`src/rtl/dice_pkg.sv`:
```
// Shared constants for the dice display: digit range, sample counter width and
// the active-high 7-segment patterns.
package dice_pkg;

    localparam int unsigned BIT_CNT_W = 2;

    localparam logic [2:0] DICE_MIN = 3'd1;
    localparam logic [2:0] DICE_MAX = 3'd6;

    localparam logic [6:0] SEG_BLANK = 7'h00;

    // Index 0 is the blank (post-reset) digit; segments are {g,f,e,d,c,b,a}.
    localparam logic [6:0] SEG_DIGIT [0:6] = '{
        SEG_BLANK, 7'h06, 7'h5B, 7'h4F, 7'h66, 7'h6D, 7'h7D
    };

    function automatic logic [6:0] seg_of(logic [2:0] digit);
        if (digit > DICE_MAX) begin
            return SEG_BLANK;
        end
        return SEG_DIGIT[digit];
    endfunction

endpackage

```
`src/rtl/dice_display_seq_if.sv`:
```
// Signal bundle between the divider/shift-register tile, the button and the
// 7-segment display driver.
interface dice_display_seq_if;

    logic       div_tap;
    logic       rnd_bit;
    logic       hold;
    logic [6:0] seg;
    logic       dp;
    logic       upd;
    logic [3:0] rej_cnt;

    modport master (
        output div_tap, rnd_bit, hold,
        input  seg, dp, upd, rej_cnt
    );

    modport slave (
        input  div_tap, rnd_bit, hold,
        output seg, dp, upd, rej_cnt
    );

endinterface

```
`src/rtl/sync_chain.sv`:
```
// Single-bit multi-flop synchronizer with synchronous reset to 0.
module sync_chain #(
    parameter int unsigned STAGES = 2
) (
    input  logic clk,
    input  logic reset,
    input  logic d,
    output logic q
);

    logic [STAGES-1:0] chain_q;

    always_ff @(posedge clk) begin
        if (reset) begin
            chain_q <= '0;
        end else begin
            chain_q <= {chain_q[STAGES-2:0], d};
        end
    end

    assign q = chain_q[STAGES-1];

endmodule

```
`src/rtl/dice_display_seq.sv`:
```
// Assembles 3-bit samples from the asynchronous tap/random bit, rejection-samples
// them to 1..6 and drives a registered 7-segment digit.
module dice_display_seq
    import dice_pkg::*;
#(
    parameter int unsigned SYNC_STAGES    = 2,
    parameter bit          SEG_ACTIVE_LOW = 1'b0
) (
    input logic                clk,
    input logic                reset,
    dice_display_seq_if.slave  bus
);

    localparam logic [BIT_CNT_W-1:0] BIT_CNT_LAST = BIT_CNT_W'(2);

    logic tap_s, rnd_s, hold_s;
    logic tap_prev_q;
    logic tick;

    logic [BIT_CNT_W-1:0] bit_cnt_q, bit_cnt_d;
    logic [1:0]           acc_q, acc_d;
    logic [2:0]           digit_q, digit_d;
    logic [2:0]           cand;
    logic [6:0]           seg_q, seg_d;
    logic                 dp_q, dp_d;
    logic                 upd_q, upd_d;
    logic [3:0]           rej_cnt_q, rej_cnt_d;

    sync_chain #(.STAGES(SYNC_STAGES)) u_sync_tap (
        .clk   (clk),
        .reset (reset),
        .d     (bus.div_tap),
        .q     (tap_s)
    );

    // Same depth as the tap chain so rnd_s lines up with the tap edge.
    sync_chain #(.STAGES(SYNC_STAGES)) u_sync_rnd (
        .clk   (clk),
        .reset (reset),
        .d     (bus.rnd_bit),
        .q     (rnd_s)
    );

    sync_chain #(.STAGES(SYNC_STAGES)) u_sync_hold (
        .clk   (clk),
        .reset (reset),
        .d     (bus.hold),
        .q     (hold_s)
    );

    assign tick = tap_s & ~tap_prev_q;
    assign cand = {acc_q, rnd_s};

    always_comb begin
        bit_cnt_d = bit_cnt_q;
        acc_d     = acc_q;
        digit_d   = digit_q;
        dp_d      = dp_q;
        upd_d     = 1'b0;
        rej_cnt_d = rej_cnt_q;

        if (tick) begin
            if (bit_cnt_q == BIT_CNT_LAST) begin
                bit_cnt_d = '0;
                if (cand >= DICE_MIN && cand <= DICE_MAX) begin
                    // A held display silently drops valid samples.
                    if (!hold_s) begin
                        digit_d = cand;
                        dp_d    = ~dp_q;
                        upd_d   = 1'b1;
                    end
                end else if (rej_cnt_q != 4'hF) begin
                    rej_cnt_d = rej_cnt_q + 4'd1;
                end
            end else begin
                acc_d     = {acc_q[0], rnd_s};
                bit_cnt_d = bit_cnt_q + BIT_CNT_W'(1);
            end
        end

        // Decode from the next digit so seg changes on the same edge as digit.
        seg_d = seg_of(digit_d) ^ {7{SEG_ACTIVE_LOW}};
    end

    always_ff @(posedge clk) begin
        if (reset) begin
            tap_prev_q <= 1'b0;
            bit_cnt_q  <= '0;
            acc_q      <= '0;
            digit_q    <= '0;
            seg_q      <= SEG_BLANK ^ {7{SEG_ACTIVE_LOW}};
            dp_q       <= SEG_ACTIVE_LOW;
            upd_q      <= 1'b0;
            rej_cnt_q  <= '0;
        end else begin
            tap_prev_q <= tap_s;
            bit_cnt_q  <= bit_cnt_d;
            acc_q      <= acc_d;
            digit_q    <= digit_d;
            seg_q      <= seg_d;
            dp_q       <= dp_d;
            upd_q      <= upd_d;
            rej_cnt_q  <= rej_cnt_d;
        end
    end

    assign bus.seg     = seg_q;
    assign bus.dp      = dp_q;
    assign bus.upd     = upd_q;
    assign bus.rej_cnt = rej_cnt_q;

endmodule

```
`src/flat_wrapper.sv`:
```
// flat-port wrapper written by rule: the top's interface ports become plain ports
module dice_display_seq_flat import dice_pkg::*;
#(
    parameter int unsigned SYNC_STAGES    = 2,
    parameter bit          SEG_ACTIVE_LOW = 1'b0
)
  (clk, reset, bus_div_tap, bus_rnd_bit, bus_hold, bus_seg, bus_dp, bus_upd, bus_rej_cnt);
  dice_display_seq_if bus_i ();
  input logic clk;
  input logic reset;
  input wire logic [$bits(bus_i.div_tap)-1:0] bus_div_tap;
  input wire logic [$bits(bus_i.rnd_bit)-1:0] bus_rnd_bit;
  input wire logic [$bits(bus_i.hold)-1:0] bus_hold;
  output wire logic [$bits(bus_i.seg)-1:0] bus_seg;
  output wire logic [$bits(bus_i.dp)-1:0] bus_dp;
  output wire logic [$bits(bus_i.upd)-1:0] bus_upd;
  output wire logic [$bits(bus_i.rej_cnt)-1:0] bus_rej_cnt;
  assign bus_i.div_tap = bus_div_tap;
  assign bus_i.rnd_bit = bus_rnd_bit;
  assign bus_i.hold = bus_hold;
  assign bus_seg = bus_i.seg;
  assign bus_dp = bus_i.dp;
  assign bus_upd = bus_i.upd;
  assign bus_rej_cnt = bus_i.rej_cnt;
  dice_display_seq #(.SYNC_STAGES(SYNC_STAGES), .SEG_ACTIVE_LOW(SEG_ACTIVE_LOW)) u_core (.clk(clk), .reset(reset), .bus(bus_i));
endmodule
```
`config.mk`:
```
export PLATFORM = sky130hd
export DESIGN_NAME = dice_display_seq_flat
export DESIGN_NICKNAME = d
export VERILOG_FILES = /design/src/rtl/dice_pkg.sv /design/src/rtl/dice_display_seq_if.sv /design/src/rtl/sync_chain.sv /design/src/rtl/dice_display_seq.sv /design/src/flat_wrapper.sv
export SDC_FILE = /design/constraint.sdc
export NUM_CORES = 1
export LEC_CHECK = 0
export CAP_MARGIN = 20
export CORE_MARGIN = 2
export CORE_UTILIZATION = 44
export CTS_CLUSTER_DIAMETER = 150
export CTS_CLUSTER_SIZE = 12
export DETAILED_ROUTE_END_ITERATION = 6
export PLACE_DENSITY_LB_ADDON = 0.15
export SYNTH_ARGS = -nofsm -noshare
export SYNTH_HDL_FRONTEND = slang
export SYNTH_SLANG_ARGS = --single-unit
```
`constraint.sdc`:
```
create_clock -name clk -period 2.86 [get_ports clk]
set_input_delay 0.429 -clock clk [delete_from_list [all_inputs] [get_ports clk]]
set_output_delay 0.429 -clock clk [all_outputs]
set_load 0.005 [all_outputs]
```
# Word level (Yosys, flattened, before mapping)
# Memory sizes are Yosys's and may differ from the RTL's.
# Cells that the tools add are included.
# Widths: inputs -> output; s select.
totals:
  regBits: 27
  rom_bits: 56
  inputBits: 5
  out_inout_bits: 13
  wordCells: 44
  memories: 1
mem_list:
  columns: ["memory", "words", "word_bits", "rd", "rd_clocked_by_memory_dff", "wr", "line_no", "rtl"]
  rows:
  - ["(name not given)", 8, 7, 1, 0, 0, "dice_pkg.sv:21", "return SEG_DIGIT[digit];"]
classes:
  add_sub_neg: 2
  order_cmp: 4
  eq_ne: 2
  mux: 11
  n_bitwise: 8
  n_reduce_logical: 5
ops:
  columns: ["cell", "count"]
  rows:
  - ["$mux 7", 4]
  - ["$mux 3", 4]
  - ["$reduce_and 4->1", 2]
  - ["$not 1->1", 6]
  - ["$add 4x1->4 const B", 1]
  - ["$ge 4x4->1 const B", 1]
  - ["$ne 4x4->1 const B", 1]
  - ["$not 3->4", 1]
  - ["$reduce_or 4->1", 1]
  - ["$ge 3x1->1 const B", 1]
  - ["$gt 3x3->1 const B", 1]
  - ["$le 3x3->1 const B", 1]
  - ["$add 2x1->2 const B", 1]
  - ["$eq 2x2->1 const B", 1]
  - ["$mux 1", 2]
  - ["$mux 2", 1]
  - ["$reduce_and 2->1", 1]
  - ["$and 1x1->1", 1]
  - ["$logic_and 1x1->1", 1]

# Longest topological paths before layout
# Gate-level depths: netlist of run 1.
logic_depth:
  depth_word: 10
  depth_mapped: 6
  mapped_depth_nobuf: 6

# Hierarchy
# Synthesis of run 1 repeated with hierarchy kept, for this count alone.
hier_totals:
  hier_cells: 100
  hier_area_um2: 1011.0
modules_own_cells:
  columns: ["mod", "instances", "cells_each", "area_per_inst_um2", "seq_area_each_um2"]
  rows:
  - ["dice_display_seq", 1, 88, 853.3, 400.4]
  - ["sync_chain", 3, 4, 52.6, 40.0]

# Least setup slack after synthesis of run 1
# Ideal clock, no wire load.
synth_path:
  path_type: "register -> register"
  startpoint: "register u_core.acc_q[1]"
  endpoint: "register u_core.rej_cnt_q[3] (netlist: u_core.bus.rej_cnt[3])"
  setup_time_ps: 128
  arrival_time_ps: 1583
  required_time_ps: 2732
  setup_slack_ps: 1149
  stages_incl_launch_ff: 7
  period_less_slack_ps: 1711
  cell_sequence: "dfxtp_1 > buf_6 > or3_4 > a2111oi_4 > nand4_1 > xor2_1 > nor2_1"
synth_via:
  elab_chain_cells: 4
synth_lines:
  columns: ["element", "line_no", "rtl"]
  rows:
  - ["start: declaration", "dice_display_seq.sv:21", "logic [1:0] acc_q, acc_d;"]
  - ["start signal: assignment", "dice_display_seq.sv:89", "acc_q <= '0;"]
  - ["start signal: assignment", "dice_display_seq.sv:98", "acc_q <= acc_d;"]
  - ["$ge 3x1->1 or $le 3x3->1 (tied branches)", "dice_display_seq.sv:65", "if (cand >= DICE_MIN && cand <= DICE_MAX) begin"]
  - ["$logic_and 1x1->1 *", "dice_display_seq.sv:65", null]
  - ["$not 1->1 (no line) *", null, null]
  - ["$reduce_and 4->1 (no line) *", null, null]
  - ["end signal: assignment", "dice_display_seq.sv:103", "rej_cnt_q <= rej_cnt_d;"]
  - ["end: declaration", "dice_display_seq.sv:27", "logic [3:0] rej_cnt_q, rej_cnt_d;"]
# Mark *: on every way between the ends. The rest lies on a longest branch, timed or not.
# A chain may end at the register's enable or synchronous reset.

# Worst setup path in the final report of run 1
layout_path:
  startpoint: "register u_core.bit_cnt_q[1]"
  endpoint: "register u_core.seg_q[2] (netlist: u_core.bus.seg[2])"
layout_via:
  elab_chain_cells: 8
layout_lines:
  columns: ["element", "line_no", "rtl"]
  rows:
  - ["start: declaration", "dice_display_seq.sv:20", "logic [BIT_CNT_W-1:0] bit_cnt_q, bit_cnt_d;"]
  - ["start signal: assignment", "dice_display_seq.sv:97", "bit_cnt_q <= bit_cnt_d;"]
  - ["$eq 2x2->1 *", "dice_display_seq.sv:63", "if (bit_cnt_q == BIT_CNT_LAST) begin"]
  - ["$mux 3 *", "dice_display_seq.sv:63", null]
  - ["$mux 3 *", "dice_display_seq.sv:62", "if (tick) begin"]
  - ["$not 3->4 (not written as such)", "dice_pkg.sv:21", null]
  - ["$mem_v2 8x7", null, null]
  - ["$mux 7 (not written as such) (2 in a row)", "dice_pkg.sv:21", null]
  - ["$mux 7 *", "dice_pkg.sv:21", null]
  - ["end signal: assignment", "dice_display_seq.sv:91", "seg_q <= SEG_BLANK ^ {7{SEG_ACTIVE_LOW}};"]
  - ["end signal: assignment", "dice_display_seq.sv:100", "seg_q <= seg_d;"]
  - ["end: declaration", "dice_display_seq.sv:24", "logic [6:0] seg_q, seg_d;"]
# Mark *: on every way between the ends. The rest lies on a longest branch, timed or not. The select of a mux whose other input is x is not followed.

==> key figures, run 1 <==
Outcome
  • Outcome: complete, no violations

Logic synthesis
  • Avg Inst Size Synth: slightly below 10 sq um
  • Synth cell count leaders: dfxtp_1 (26), nor2_1 (15), nor2b_1 (10)
  • Main synth FF type: dfxtp_1
  • Number of flops mapped to enable cells by yosys: 0
  • Synth Net Count: between 100 and 150
  • Yosys top cell by area: dfxtp_1
  • Synth top area share: between 40 and 50%
  • Ys async rst share: 0%
  • Synth Warn #: 0
  • Top-count cell post-synth: dfxtp_1
  • Netlist cell types: 32
  • Seq cells post-synth: 26
  • Part of the Yosys area used for sequential elements: about half
  • Netlist Area Pre-Place: roughly 1100 sq um
  • Mapped Cells: ~110
  • Synth area leaders: dfxtp_1 (48%), nor2b_1 (5.8%), nor2_1 (5.2%)

Global route
  • GRT Total Usage: 15.12%
  • Overflow after GRT: 0
  • Initial antenna violation count: 0
  • Vias in the first global route: between 600 and 700
  • Global-route wire length before repair: between 3000 and 4000 um
  • Largest net degree at the start of global routing: 16

Min path
  • HP Class: register to register

Critical path
  • CP max FO: 7
  • Worst Path Required: ~3 ns
  • CP Launch Type: register
  • Endpoint class of the critical path: register
  • Critical path type: register to register
  • Crit path DAT: around 2.0 ns

STA
  • Setup Skew: between 0.01 and 0.015 ns
  • Final Setup Violations: 0
  • Fmax: between 0.5 and 0.6 GHz
  • RSZ-0062 raised after global routing: no
  • Worst relative slew slack: between 70 and 80%
  • Fin. Hold Viols: 0
  • Final period utilization: 63.34%
  • Final Max Tran Viols: 0
  • Minimum clock period after layout: between 1.5 and 2 ns
  • Setup ws final: around 1.0 ns
  • Slew @ Worst Pin: about 0.43 ns
  • Post-route setup TNS: 0 ns

Clock network
  • Clock transition at path regs: 0.13 ns
  • Clk_lat worst skew: around 0.31 ns
  • CTS tree: done
  • CTS Buf Count: 3
  • Setup Fix Bufs, Post-CTS: 0
  • Sink Count: 26
  • CTS root buf: clkbuf_4
  • Resized cells post-CTS: 0
  • Number of H-tree levels: 1
  • Hold buffers post-CTS: 0
  • Clock buffer depth: 2

Route
  • Final WL: 1859 um
  • DRC errors left: 0
  • Iteration-0 DRC Markers: 20
  • Via density: approximately 5.3
  • Wire length per cell: roughly 12 um
  • Pre-antenna DRT Iters: 4
  • Post-DRT Antenna Nets: 0
  • Routed vias: a little over 800

Place
  • DP Wirelength: 1319 um
  • Routability congestion estimate: around 0.85
  • Pre-CTS setup slack: around 1.1 ns
  • IO Port Bufs: 17

Die
  • Chip width: roughly 53 um
  • Core area: ~2300 sq um
  • Num ports: 18
  • FP Rows: 17
  • Die ar.: ~2900 sq um
  • Die span in y: 53.48 um
  • Starting Density: a little under half

Final layout
  • Area of the multi-input gates: a little over 500 sq um
  • Diodes inserted: 0
  • Layout cells sized above 1: 8.065%
  • Fillers: 213
  • Layout area overhead: 18.47%
  • Register area: 520.5 sq um
  • Final net count: about 130

Flow run
  • Max-cap violations: 0

Pwr
  • Worst vdd ir: around 0.00027 V
  • LEAKAGE: 0.4658 nW
  • Cell Pwr Density: about 430 nW/um^2
==> kinds of logic (layout without fill, tap and decap cells) <==
logic type	Yosys count	after routing	share of synthesized area, %
and+or+nand+nor	48	48	24.27
DFF	26	26	48.32
AOI/OAI and AO/OA	16	16	12.89
buffers and inverters	7	22	3.717
xor gates and xnor gates	6	6	4.878
muxes	5	5	4.762
adders and majority gates	1	1	1.161
==> metrics by stage <==
| stage | total power, W | util [%] | instances | cell area, sq um | hold slack, ns |
|---|---|---|---|---|---|
| detailed placement | 0.0004048 | 55.60 | 149 | 1254 | 0.4239 |
| finish | 0.0005429 | 56.60 | 152 | 1276 | 0.4492 |
| CTS | 0.0005492 | 56.60 | 152 | 1276 | 0.4538 |
| floorplan | 0.0003945 | - | 109 | 1077 | 0.4138 |
| global route | 0.0005627 | 56.60 | 152 | 1276 | 0.4691 |
| global placement | 0.0004044 | 55.60 | 149 | 1254 | 0.4211 |
==> layout by cell type, fill, tap and decap left out, drive strengths merged <==
cell | synthesis | final
nand3 | 1 | 1
or3b | 1 | 1
or3 | 2 | 2
nor2 | 15 | 15
mux2 | 1 | 1
ha | 1 | 1
dfxtp | 26 | 26
and2 | 1 | 1
nand4 | 2 | 2
xnor2 | 2 | 2
inv | 1 | 1
nand2 | 6 | 6
clkbuf | 2 | 3
nand2b | 4 | 4
o21ai | 2 | 2
buf | 4 | 1
a2111oi | 2 | 2
clkdlybuf4s50 | 0 | 17
o32ai | 4 | 4
a211o | 1 | 1
nor3 | 2 | 2
mux2i | 4 | 4
a21oi | 6 | 6
nor3b | 3 | 3
xor2 | 4 | 4
a211oi | 1 | 1
and3 | 1 | 1
nor2b | 10 | 10
==> worst max-delay path, cell delays in order (launching register included) <==
cell       delay (ns)
dfxtp_1          0.40
nor2b_1          0.37
nand4_2          0.30
mux2i_1          0.25
a2111oi_2        0.40
==> power breakdown <==
group          leakage, nW  internal, W  switching (W)  total (W)
clock network       0.0138    0.0000493      0.0000971   0.000146
logic                0.241    0.0000123      0.0000125  0.0000249
registers            0.211     0.000367     0.00000408   0.000372
==> layout make-up <==
class | count | share of cell area (%)
timing repair buffer | 18 | 13.92
sequential | 26 | 40.78
inverter | 1 | 0.2941
tap | 28 | 2.745
clock buffer | 3 | 1.765
multi-input combinational | 76 | 40.49
==> state kept, by name, summed over array words and instances (netlist names) <==
register	flops
u_core.bus.seg	6
u_core.bus.rej_cnt	4
u_core.digit_q	3
u_core.acc_q	2
u_core.bit_cnt_q	2
u_core.u_sync_hold.chain_q	2
u_core.u_sync_rnd.chain_q	2
u_core.u_sync_tap.chain_q	2
u_core.bus.dp	1
u_core.bus.upd	1
u_core.tap_prev_q	1
==> path summary, 6_finish.rpt <==
check,start,end,slack [ns],cells past startpoint
worst max-delay path,u_core.bit_cnt_q[1],u_core.bus.seg[2],1.05,4
worst min-delay path,u_core.u_sync_rnd.chain_q[0],u_core.u_sync_rnd.chain_q[1],0.45,1
worst max register to register,u_core.bit_cnt_q[1],u_core.bus.seg[2],1.05,4
worst min register to register,u_core.u_sync_rnd.chain_q[0],u_core.u_sync_rnd.chain_q[1],0.45,1
==> layer usage <==
metal / share of wire [%] / vias to the layer above / global-route usage [%]
met1: 50 / 378 / 21.84
li1: - / 407 / -
met4: 1.2 / 0 / 7.692
met5: 0 / - / 0
met2: 43 / 21 / 20.78
met3: 5.3 / 4 / 3.107
Note: power is estimated with default switching activity, not from simulation.
==> run 2, diff against run 1 <==
- clock period: 2.86 -> 1.6 ns (I/O delays scaled with it)
==> run 2 against run 1 <==
The flow now finishes with violations (setup timing). Non-clock buffer count increased by 17. Routed wire length is 35% higher. Sequential power is 78% higher. Die area unchanged. Clock-buffer cell count is 1 higher. Hold slack better by 0.0016 ns. Largest cell class is now multi-input gates.
==> key figures, run 2 (synthesis gave the netlist of run 1 again) <==
Outcome
  • Outcome: finished, violations left
  • Failing checks: setup timing

Final layout
  • Register area: 530.5 sq um
  • Diodes inserted: 0
  • Leading cell types in the layout, fill and taps excluded: dfxtp_1 (20), clkdlybuf4s50_1 (17), buf_4 (17)
  • Final net count: around 150
  • Non-filler instance count after layout: 170
  • Layout cells sized above 1: between 30 and 40%
  • Layout Utilization: about 69%
  • Commonest non-fill, non-tap cell in the layout: dfxtp_1
  • Area of the multi-input gates: ~630 sq um
  • Layout area overhead: 43.90%
  • Fillers: ~190
  • Flip-flop count of the largest register after layout: 6
  • Final Cell Area: ~1600 sq um

Global route
  • Largest net degree at the start of global routing: 15
  • Global-route wire length before repair: around 3900 um
  • GRT Total Usage: between 15 and 20%
  • Initial antenna violation count: 0
  • Overflow after GRT: 0
  • Vias in the first global route: about 840

STA
  • Final period utilization: 103.0%
  • Fin. Hold Viols: 0
  • RSZ-0062 raised after global routing: yes
  • Final Setup Violations: 5
  • Setup Skew: roughly 0.0014 ns
  • Minimum clock period after layout: approximately 1.6 ns
  • Setup ws final: -0.04846 ns
  • Hold WS: between 0.4 and 0.5 ns
  • Slew @ Worst Pin: about 0.37 ns
  • Worst relative slew slack: about three quarters
  • Final Max Tran Viols: 0
  • Fmax: just over 0.6 GHz

Die
  • Num ports: 18
  • Die span in y: 53.48 um
  • Die ar.: approximately 2900 sq um
  • FP Rows: 17
  • Chip width: approximately 53 um
  • Core area: between 2000 and 2500 sq um
  • Starting Density: around 48%

Place
  • Placed cell count: 164
  • IO Port Bufs: 17
  • Post-DP Area: around 1400 sq um
  • DP Wirelength: 1653 um
  • Routability congestion estimate: 0.7750

Clock network
  • Clock buffer depth: 2
  • CTS root buf: clkbuf_4
  • CTS Buf Count: 3
  • Sink Count: 26
  • Clk_lat worst skew: between 0.3 and 0.4 ns
  • Number of H-tree levels: 1
  • Clock transition at path regs: 0.14 ns
  • Hold buffers post-CTS: 0
  • CTS tree: done

Critical path
  • R2R depth: 5
  • CP peak stage delay: 0.44 ns
  • Crit path DAT: approximately 1.9 ns
  • Reg-to-reg critical path endpoint: u_core.bus.seg[6]
  • CP max FO: 5
  • CP Launch Type: register
  • Slack of the worst reg-to-reg path: -0.05 ns
  • Endpoint class of the critical path: register
  • Critical path type: register to register
  • Reg2reg start: u_core.u_sync_tap.chain_q[1]
  • CP max-delay cell: or3b_4
  • Worst path cell trace: or3b_4 > o32ai_4 > a211oi_4 > mux2_4 > nor2_2
  • Worst Path Required: roughly 1.9 ns
  • Worst Setup SP: u_core.u_sync_tap.chain_q[1]

Route
  • Routed vias: 878
  • Final WL: approximately 2500 um
  • Pre-antenna DRT Iters: 6
  • Iteration-0 DRC Markers: 9
  • Wire length per cell: ~15 um
  • Post-DRT Antenna Nets: 0
  • Via density: ~5.2
  • DRC errors left: 0

Min path
  • Hold Path Depth: 1
  • Hold_sp: u_core.u_sync_tap.chain_q[0]
  • Hold endpoint: u_core.u_sync_tap.chain_q[1]
  • HP Class: register to register

Pwr
  • Worst vdd ir: 0.0005251 V
  • Cell Pwr Density: 685.4 nW/um^2
  • LEAKAGE: approximately 0.56 nW

Flow run
  • Max-cap violations: 0
-- run 2: cell count changes in the layout (fill, tap and decap cells not counted), moves of 2 or more --
cell	delta
buf_4	+16
dfxtp_1	-6
dfxtp_2	+5
o32ai_1	-3
o32ai_4	+2
-- run 2: routing by layer --
layer / up-vias / global-route usage, % / wire (um)
li1: 437 / - / -
met5: - / 0 / 0
met1: 422 / 24.56 / 1164
met3: 4 / 3.390 / 73
met4: 0 / 9.402 / 32
met2: 15 / 32.72 / 1237
-- run 2: power breakdown --
group | switching, W | internal, W | leakage (nW)
clock | 0.000193 | 0.000139 | 0.0210
sequential | 0.00000610 | 0.000656 | 0.214
combinational | 0.0000340 | 0.0000337 | 0.330
total | 0.000234 | 0.000829 | 0.565
-- run 2: cell type report --
cell class	instances	share of cell area, %
inverter	1	0.2421
tap	28	2.260
sequential	26	34.22
timing repair buffer	35	20.50
multi-input combinational	76	40.44
clock buffer	4	2.341
-- run 2: worst max path at each step --
| stage | cells after the start | to | slack, ns |
|---|---|---|---|
| after floorplan | 6 | u_core.bus.rej_cnt[3] | -0.06 |
| final | 5 | u_core.bus.seg[6] | -0.05 |
| after detailed placement | 5 | u_core.bus.seg[6] | -0.14 |
| after global placement | 5 | u_core.bus.seg[6] | -0.06 |
| after CTS | 5 | u_core.bus.seg[6] | -0.04 |
| after global routing | 5 | u_core.bus.seg[2] | -0.14 |
-- run 2: metrics by stage --
stage / total power [W] / setup TNS, ns / setup WS, ns
3_3_place_gp: 0.0007316 / -0.2001 / -0.06469
3_5_place_dp: 0.0007341 / -0.5023 / -0.1429
5_1_grt: 0.001099 / -0.8199 / -0.1366
6_report: 0.001062 / -0.1198 / -0.04846
2_1_floorplan: 0.0007053 / -0.1028 / -0.05681
4_1_cts: 0.001067 / -0.08057 / -0.04388
-- run 2: critical path: cells and delay by family, from the launching register on --
family / cells / cell delay [ns]
AO/OA/AOI/OAI: 2 / 0.39
flip-flops: 1 / 0.37
multiplexers: 1 / 0.32
AND/OR/NAND/NOR: 2 / 0.52
-- run 2: what timing repair did --
action | CTS | global route
buffers inserted | 2 | 0
resized for setup | 17 | 6
pin swaps | 4 | 4
setup endpoints to repair | 8 | 11
==> run 3, diff against run 2 <==
- SYNTH_HIERARCHICAL: not set -> 1
==> run 3 against run 2 <==
Die area decreased by 5.7%. Routed wire length shrank 17%. Synthesized area fell by 6.2%. Global-route usage decreased by 3.0 points. Critical path depth up 1. Via count down 6.3%. The flow still finishes with violations (setup timing). Non-clock buffer count is 1 higher. Clock power up 32%. Clock skew increased by 0.0033 ns.
==> key figures, run 3 <==
Outcome
  • Outcome: finished, violations left
  • Failing checks: setup timing

Place
  • Routability congestion estimate: 0.7574
  • Post-DP Area: 1351 sq um
  • IO Port Bufs: 17
  • DP Wirelength: around 1500 um

Pwr
  • Cell Pwr Density: slightly below 800 nW/um^2
  • Sw Pwr: ~0.00022 W
  • Switch share: 18.84%
  • Flop pwr share: between 50% and 60%
  • Combinational share of power: about 5.2%
  • Internal Power: between 0.0009 and 0.001 W
  • Clock share of power: about 38%
  • LEAKAGE: roughly 0.57 nW
  • Worst vdd ir: between 0.0006 and 0.0007 V

Die
  • Core area: approximately 2200 sq um
  • Die ar.: 2697 sq um
  • Starting Density: between 40% and 50%
  • Num ports: 18
  • Die span in y: around 52 um
  • FP Rows: 17
  • Chip width: around 52 um

Logic synthesis
  • Synth area leaders: dfxtp_1 (51%), nor2_1 (5.6%), nor2b_1 (5.6%)
  • Seq cells post-synth: 26
  • Netlist Area Pre-Place: 1011 sq um
  • Synth Net Count: 106
  • Synth Warn #: 6
  • Main synth FF type: dfxtp_1
  • Mapped Cells: 100
  • Synth top area share: 51.49%
  • Synth cell count leaders: dfxtp_1 (26), nor2_1 (15), nor2b_1 (9)
  • Netlist cell types: 30
  • Ys async rst share: 0%
  • Avg Inst Size Synth: roughly 10 sq um
  • Top-count cell post-synth: dfxtp_1
  • Yosys top cell by area: dfxtp_1
  • Part of the Yosys area used for sequential elements: about half
  • Number of flops mapped to enable cells by yosys: 0

Final layout
  • Diodes inserted: 0
  • Commonest non-fill, non-tap cell in the layout: dfxtp_1
  • Leading cell types in the layout, fill and taps excluded: dfxtp_1 (19), buf_4 (18), clkdlybuf4s50_1 (17)
  • Final Cell Area: ~1500 sq um
  • Layout area overhead: 49.26%
  • Fillers: 173
  • Layout cells sized above 1: between 30% and 40%
  • Layout Utilization: between 60 and 70%
  • Final net count: around 140
  • Flip-flop count of the largest register after layout: 6

Critical path
  • CP max-delay cell: mux2_4
  • Worst path cell trace: buf_6 > and3_4 > nor4_4 > mux2_4 > and2b_2 > nor2b_4
  • Reg2reg start: u_core/acc_q[1]
  • R2R depth: 6
  • Endpoint class of the critical path: register
  • CP peak stage delay: 0.36 ns
  • Worst Path Required: between 1.5 and 2 ns
  • Critical path type: register to register
  • CP max FO: 4
  • Buf/Inv on CP: 1
  • Worst Setup SP: u_core/acc_q[1]
  • Crit path DAT: roughly 1.9 ns
  • CP Launch Type: register
  • Cell family with the largest share of critical-path delay: simple AND/OR/NAND/NOR gates
  • Slack of the worst reg-to-reg path: -0.09 ns
  • Reg-to-reg critical path endpoint: u_core/bus.seg[4]

Clock network
  • CTS tree: done
  • Number of H-tree levels: 1
  • Sink Count: 26
  • Clock transition at path regs: roughly 0.14 ns
  • CTS root buf: clkbuf_4
  • Clock buffer depth: 2
  • Clk_lat worst skew: ~0.31 ns
  • CTS Buf Count: 3

STA
  • Final period utilization: 105.4%
  • Minimum clock period after layout: approximately 1.7 ns
  • Setup Skew: about 0.0047 ns
  • Post-route setup TNS: -0.2941 ns
  • Worst relative slew slack: between 60 and 70%
  • Final Setup Violations: 8
  • Slew @ Worst Pin: approximately 0.49 ns
  • Fmax: 0.5930 GHz
  • Setup ws final: -0.08629 ns
  • RSZ-0062 raised after global routing: yes
  • Final Max Tran Viols: 0
  • Fin. Hold Viols: 0
  • Hold WS: around 0.45 ns

Route
  • Via density: approximately 5.0
  • Final WL: about 2100 um
  • DRC errors left: 0
  • Routed vias: approximately 820
  • Wire length per cell: roughly 13 um
  • Iteration-0 DRC Markers: 8
  • Pre-antenna DRT Iters: 4
  • Post-DRT Antenna Nets: 0

Min path
  • HP Class: register to register
  • Hold_sp: u_core/u_sync_tap/chain_q[0]
  • Hold endpoint: u_core/u_sync_tap/chain_q[1]
  • Hold Path Depth: 1

Global route
  • Vias in the first global route: 817
  • Largest net degree at the start of global routing: 16
  • Initial antenna violation count: 0
  • GRT Total Usage: 16.74%
  • Global-route wire length before repair: 3401 um
  • Overflow after GRT: 0

Flow run
  • Max-cap violations: 0
-- run 3: changes by cell type after synthesis, sizes merged, moves of 2 or more --
cell     before  now
nand2b        4    1
and2b         0    2
nor3          2    5
nand2         6    1
a2111oi       2    0
nor3b         3    0
nand4bb       0    2
nand4         2    0
o32ai         4    2
nand3         1    3
inv           1    4
xor2          4    1
buf           4    1
-- run 3: worst max path at each step --
stage	endpoint	slack (ns)	cells after the start
2_1_floorplan	u_core/bus.seg[4]	-0.15	5
3_3_place_gp	u_core/bus.seg[4]	-0.09	5
3_5_place_dp	u_core/bus.seg[4]	-0.11	5
4_1_cts	u_core/bus.seg[4]	-0.13	6
5_1_grt	u_core/bus.seg[4]	-0.15	6
6_report	u_core/bus.seg[4]	-0.09	6
-- run 3: kinds of logic (layout without fill, tap and decap cells) --
group	after synthesis	in the layout	share of synthesized area, %
simple gates	44	44	26.48
flops	26	26	51.49
compound gates	11	11	7.178
mux	7	7	7.178
buf+inv	7	44	2.970
xor+xnor	4	4	3.466
fa+ha+maj	1	1	1.237
-- run 3: final cells by class --
| type | instances | area [sq um] | share of cell area (%) |
|---|---|---|---|
| Clock inverter | 1 | 30.03 | 1.990 |
| Sequential cell | 26 | 529.3 | 35.07 |
| Tap cell | 28 | 35.03 | 2.322 |
| Multi-Input combinational cell | 67 | 560.5 | 37.15 |
| Clock buffer | 3 | 22.52 | 1.493 |
| Inverter | 4 | 15.01 | 0.9950 |
| Timing Repair Buffer | 36 | 316.6 | 20.98 |
-- run 3: per-layer routing --
| layer | vias up | GRT usage, % | routed length, um |
|---|---|---|---|
| li1 | 414 | - | - |
| met5 | - | 0 | 0 |
| met4 | 0 | 5.263 | 9 |
| met2 | 14 | 29.75 | 1079 |
| met1 | 393 | 19.78 | 928 |
| met3 | 2 | 3.736 | 66 |
-- run 3: timing repair --
item / CTS / global route
setup endpoints to repair: 6 / 10
pin swaps: 4 / 5
buffers inserted: 3 / 3
gates resized for setup: 5 / 9
endpoints found under the hold margin: 0 / 0
hold buffers: 0 / 0
-- run 3: power groups by stage --
| stage | combinational, W | clock [W] | sequential (W) |
|---|---|---|---|
| floorplan | 0.0000250 | 0 | 0.000679 |
| global placement | 0.0000558 | 0 | 0.000677 |
| detailed placement | 0.0000570 | 0 | 0.000678 |
| CTS | 0.0000580 | 0.000450 | 0.000664 |
| global route | 0.0000659 | 0.000469 | 0.000666 |
| finish | 0.0000603 | 0.000437 | 0.000665 |
-- run 3: metrics by stage --
stage	instances	power [W]	worst slack, ns
after floorplan	100	0.0007041	-0.1532
after global placement	157	0.0007332	-0.08823
after detailed placement	157	0.0007349	-0.1104
after CTS	164	0.001172	-0.1301
after global routing	165	0.001201	-0.1540
final	165	0.001162	-0.08629
